[src/rtl/multi_channel_edge_pulse_synchronizer.sv]
// rtl/multi_channel_edge_pulse_synchronizer.sv - per-channel CDC synchronizer, glitch filter and edge-to-pulse with sticky flags
module multi_channel_edge_pulse_synchronizer #(
    parameter int NUM_CH      = 4,
    parameter int SYNC_STAGES = 2,
    parameter int FILT_CYCLES = 1
) (
    input  logic                  i_clk,
    input  logic                  i_rst,
    input  logic [NUM_CH-1:0]     i_level_data,
    input  logic [2*NUM_CH-1:0]   i_edge_mode,
    input  logic [NUM_CH-1:0]     i_sticky_clr,
    output logic [NUM_CH-1:0]     o_pulse_data,
    output logic [NUM_CH-1:0]     o_level_sync,
    output logic [NUM_CH-1:0]     o_sticky
);

    localparam int CNT_W = $clog2(FILT_CYCLES + 1);
    localparam logic [CNT_W-1:0] CNT_LAST = CNT_W'(FILT_CYCLES - 1);
    localparam logic [CNT_W-1:0] CNT_ONE  = CNT_W'(1);

    genvar ch;
    generate
        for (ch = 0; ch < NUM_CH; ch++) begin : g_ch
            logic [SYNC_STAGES-1:0] r_sync;
            logic [CNT_W-1:0]       r_cnt;
            logic                   r_filt;
            logic                   r_filt_prev;
            logic                   r_pulse;
            logic                   r_sticky;
            logic                   w_synced;
            logic                   w_rise;
            logic                   w_fall;
            logic                   w_pulse_next;
            logic                   w_sticky_next;

            assign w_synced = r_sync[SYNC_STAGES-1];

            always_comb begin
                w_rise        = 1'b0;
                w_fall        = 1'b0;
                w_pulse_next  = 1'b0;
                w_sticky_next = 1'b0;
                w_rise        = r_filt & ~r_filt_prev;
                w_fall        = ~r_filt & r_filt_prev;
                w_pulse_next  = (i_edge_mode[2*ch] & w_rise) | (i_edge_mode[2*ch+1] & w_fall);
                // A new pulse beats a simultaneous clear so no event is lost.
                w_sticky_next = (r_sticky & ~i_sticky_clr[ch]) | w_pulse_next;
            end

            always_ff @(posedge i_clk) begin
                if (i_rst) begin
                    r_sync      <= '0;
                    r_cnt       <= '0;
                    r_filt      <= 1'b0;
                    r_filt_prev <= 1'b0;
                    r_pulse     <= 1'b0;
                    r_sticky    <= 1'b0;
                end else begin
                    r_sync      <= {r_sync[SYNC_STAGES-2:0], i_level_data[ch]};
                    // A level must persist FILT_CYCLES consecutive cycles; any return restarts the count.
                    if (w_synced == r_filt) begin
                        r_cnt <= '0;
                    end else if (r_cnt == CNT_LAST) begin
                        r_filt <= w_synced;
                        r_cnt  <= '0;
                    end else begin
                        r_cnt <= r_cnt + CNT_ONE;
                    end
                    r_filt_prev <= r_filt;
                    r_pulse     <= w_pulse_next;
                    r_sticky    <= w_sticky_next;
                end
            end

            assign o_pulse_data[ch] = r_pulse;
            assign o_level_sync[ch] = r_filt;
            assign o_sticky[ch]     = r_sticky;
        end
    endgenerate

endmodule

[config.mk]
export PLATFORM = sky130hd
export DESIGN_NAME = multi_channel_edge_pulse_synchronizer
export DESIGN_NICKNAME = d
export VERILOG_FILES = /design/src/rtl/multi_channel_edge_pulse_synchronizer.sv
export SDC_FILE = /design/constraint.sdc
export NUM_CORES = 1
export LEC_CHECK = 0
export ABC_AREA = 0
export CAP_MARGIN = 10
export CORE_MARGIN = 2
export CORE_UTILIZATION = 44
export DETAILED_ROUTE_END_ITERATION = 10
export HOLD_SLACK_MARGIN = 0.05
export PLACE_DENSITY = 0.87
export SETUP_SLACK_MARGIN = 0.5
export SLEW_MARGIN = 10
export SYNTH_ARGS = -nofsm -noshare
export SYNTH_HDL_FRONTEND = slang
export SYNTH_SLANG_ARGS = --single-unit
[constraint.sdc]
create_clock -name i_clk -period 0.95 [get_ports i_clk]
set_input_delay 0.19 -clock i_clk [delete_from_list [all_inputs] [get_ports i_clk]]
set_output_delay 0.19 -clock i_clk [all_outputs]
set_load 0.005 [all_outputs]
* Yosys cells after proc, flatten, opt, wreduce, memory -nomap -nowiden
Index checks and enable logic that the tools add are counted.
Word-level totals: register bits after elaboration 28, input bits 18, logic and storage cells 88
Operators by class: add/sub/neg operators 4, eq/ne operators 4, bitwise operators 48, reductions and logical operators 8
Operators with widths (number):
- AND 1 bit | 20
- NOT 1 bit | 20
- OR reduction 3 bit | 4
- bitwise OR 1 bit | 8
- AND reduction 2 bit | 4
- adder 1 bit, second input constant | 4
- equality test 1 bit | 4

* Longest topological paths before layout
depth in word-level cells 5, gate-level depth with buffers 2, mapped depth without buffers 2

* Worst setup path after synthesis
No wires, ideal clock.
path kind register -> register, start point reg g_ch[1].r_filt, end point reg g_ch[1].r_sticky, setup time 0.074 ns, arrival time 0.608 ns, slack 0.268 ns, cell stages (with the launch flop) 3, cell sequence dfxtp_1 > nand3b_1 > a31oi_2
Between the ends: cells in the longest elaborated chain, start to end 5, elaborated cells between the ends (all ways) 7, those cells by class bitwise: 7
RTL lines:
- from (decl) | RTL line 26 | logic r_filt;
- from (signal assigned) | RTL line 64 | r_filt <= w_synced;
- NOT 1 bit | RTL line 44 | w_fall = ~r_filt & r_filt_prev;
- AND 1 bit | RTL line 44
- AND 1 bit | RTL line 45 | w_pulse_next = (i_edge_mode[2*ch] & w_rise) | (i_edge_mode[2*ch+1] & w_fall);
- bitwise OR 1 bit * | RTL line 45
- bitwise OR 1 bit * | RTL line 47 | w_sticky_next = (r_sticky & ~i_sticky_clr[ch]) | w_pulse_next;
- to (signal assigned) | RTL line 71 | r_sticky <= w_sticky_next;
- to (decl) | RTL line 29 | logic r_sticky;
Mark *: on every way between the ends. The rest lies on a longest branch, timed or not. A chain may end at the register's enable or synchronous reset.

* Final worst setup path
start point reg g_ch[1].r_filt, end point out o_level_sync[1]
RTL lines:
- to (decl) | RTL line 13 | output logic [NUM_CH-1:0] o_level_sync,
No word-level cell between the ends.

==> summary.txt <==
Timing
  • Final setup vio count: 4
  • Final worst path period share: 101%
  • Final Hold Viols: 0
  • Final min period: 0.962 ns
  • Slew Limit Fails: 0
  • Clock Skew: 0.00263 ns
  • Worst setup margin: -0.0117 ns
  • RSZ-0062 raised after global routing: yes
  • Setup TNS: -0.0291 ns
  • Max Freq: 1040 MHz

Yosys
  • Syn_area_per_cell: 11.5 sq um
  • Cells after synthesis: 83
  • Area share of xor/xnor cells in the synthesized design: 0%
  • Mux contribution to synthesized area: 4.20%
  • Yosys warns: 0
  • Simple-gate share of the synthesized area: 18.8%
  • Mapped Area: approximately 950 sq um
  • Largest family of logic cells by synthesized area: simple AND/OR/NAND/NOR gates
  • Register area share after synthesis: 58.8%
  • Distinct cells, synth: 13
  • Adder-cell area share of the yosys netlist: 0%
  • Compound-gate portion of the synthesized area: 6.04%
  • #FFs+latches synth: 28

Clock tree
  • CTS buffer count: 3
  • Sink Count: 28
  • TritonCTS clock tree: built
  • Clk pin slew, worst setup/hold paths: 0.13 ns
  • CTS HTree Levels: 1
  • Post-CTS Hold Fix Bufs: 0
  • CTS root buffer: clkbuf_4
  • Clock tree buffer depth: 2
  • Clock Latency Late Sink: 0.30 ns

Floorplan
  • Initial core utilization: 47.6%
  • Horiz. Die Dim: 50.6 um
  • # rows: 16
  • Die ar.: 2560 sq um
  • Top Ports: 30
  • Core ar.: 2000 sq um
  • Chip height: 50.6 um

Pwr
  • Leakage: 0.544 nW
  • VDD IR max: 984 uV
  • Power Dens Cells: 1430 nW/um^2

Worst setup path
  • R2r endpoint: g_ch[2].r_pulse
  • CP max-delay cell: dfxtp_2
  • R2R Setup Slk: 0 ns
  • R2r worst-path depth: 4
  • Worst setup EP type: output port
  • Crit path launch type: register
  • CP Buf/Inv Count: 1
  • RR Startpoint: g_ch[2].r_filt
  • CP delay by family, top: flip-flops
  • Crit Path Class: register to output port
  • Crit path cell chain: buf_2
  • Largest stage delay, worst path: 0.35 ns
  • Required @ worst endpoint: 0.76 ns
  • Crit path DAT: just under 0.8 ns
  • CP Max Fanout: 2

Global routing
  • Gr usage total: 12.0%
  • Antenna violations before repair: 0
  • Vias in the first global route: roughly 540
  • Largest net degree at the start of global routing: 15
  • Global-route wire length before repair: 2.30 mm
  • GR Overflow Total: 0

Route
  • Final wirelength: 1.40 mm
  • DRC Markers: 0
  • Drt wl/cell: 10.0 um
  • Antenna Violating Nets Remaining: 0
  • Pre-antenna DRT Iters: 2
  • DR vias: 603
  • DRT iter0 DRCs: 5
  • Mean number of vias per cell: 4.31

Placed design
  • Pre-CTS WS: -0.153 ns
  • IO buf count: 29
  • Hpwl dp: 1.04 mm
  • Placer Congestion: 0.652
  • Placed instance area: 1230 sq um

Hold path
  • Hold Crit Class: input pin to register
  • Hold Startpoint: i_level_data[2]
  • Hold path cells: 2
  • Min-Delay Endpoint: g_ch[2].r_sync[0]

Finish
  • Inserted Diodes: 0
  • Layout area overhead: 33.5%
  • Nets: between 100 and 150
  • Register area: 577 sq um
  • Share of cells above drive strength 1: 38.1%
  • Multi-input logic area: 310 sq um
  • Final instance area: 1270 sq um
  • Filler cells: 175

Outcome
  • Status: finished with violations
  • Violated checks: negative setup slack

Job
  • Max_cap viols: 0
-- state kept, by name (all words and copies together) (netlist names) --
| signal | flops |
|---|---|
| g_ch.r_filt | 4 |
| g_ch.r_pulse | 4 |
| g_ch.r_filt_prev | 4 |
| g_ch.r_sync | 8 |
| g_ch.r_sticky | 4 |
| g_ch.r_cnt | 4 |
-- cells in the mapped netlist, drive strengths merged --
cell    instances  area share [%]
nand2b          4             2.6
dfxtp          28              59
conb            1            0.39
nand3b          8             6.3
a31oi           4             3.9
nor2            4             1.6
and2b           3             2.4
a21oi           4             2.1
buf            14              12
nor2b           9             5.9
mux2i           4             4.2
-- layer usage --
layer  track usage (%)  up-vias  share of wire (%)
met5                 0        -                  0
met4              2.70        0                  0
met3              4.46        0                7.5
met2              20.4       20                 47
met1              14.4      267                 45
li1                  -      316                  -
-- timing repair --
item / in CTS / in global routing
pin swaps: 1 / 3
setup buffers: 2 / 1
setup endpoints to repair: 36 / 32
gates cloned: 0 / 0
resized for setup: 61 / 9
-- cell usage in the layout (no fill, tap or decap) --
cell	netlist	layout
dfxtp_1	28	15
dfxtp_2	0	13
clkdlybuf4s50_1	0	12
buf_2	0	10
nand3b_1	8	8
buf_6	2	8
nor2b_1	9	7
mux2i_1	4	4
nor2_1	4	4
nand2b_1	4	4
conb_1	1	4
dlygate4sd2_1	0	4
a21oi_1	4	3
and2b_1	3	3
clkbuf_4	0	3
buf_4	12	3
nor2b_4	0	2
a31oi_1	2	2
a31oi_2	2	2
a21oi_2	0	1
clkdlybuf4s15_2	0	1
-- layout make-up --
| cell class | count | share of cell area, % |
|---|---|---|
| multi-input combinational | 44 | 24.4 |
| timing repair buffer | 38 | 25.9 |
| sequential | 28 | 45.3 |
| clock buffer | 3 | 1.77 |
| tap | 27 | 2.65 |
-- worst max-delay path by stage --
stage | from | to | slack, ns | depth (start not counted)
floorplan | g_ch[0].r_filt_prev | g_ch[0].r_sticky | 0.27 | 2
global placement | i_rst | g_ch[2].r_sticky | -0.13 | 3
detailed placement | i_rst | g_ch[2].r_sync[1] | -0.15 | 3
CTS | g_ch[1].r_filt | o_level_sync[1] | -0.02 | 1
global route | g_ch[2].r_filt | o_level_sync[2] | -0.06 | 1
finish | g_ch[1].r_filt | o_level_sync[1] | -0.01 | 1
-- metrics by stage --
stage	hold slack, ns	power [mW]	util, %	std cells
floorplan	0.262	1.32	-	86
global placement	0.416	1.40	61.6	134
detailed placement	0.429	1.41	61.6	134
CTS	0.194	1.83	61.3	139
global route	0.182	1.92	63.6	140
finish	0.200	1.82	63.6	140
-- logic make-up after synthesis --
family | after synthesis
buf+inv | 14
mux | 4
other cells | 1
simple gates | 28
flops | 28
compound gates | 8
-- report_power, final --
group	leakage [nW]	switching, mW	internal, mW
clock	0.0138	0.287	0.148
sequential	0.234	0.0137	1.21
combinational	0.296	0.0469	0.110
(Power assumes the default switching activity.)
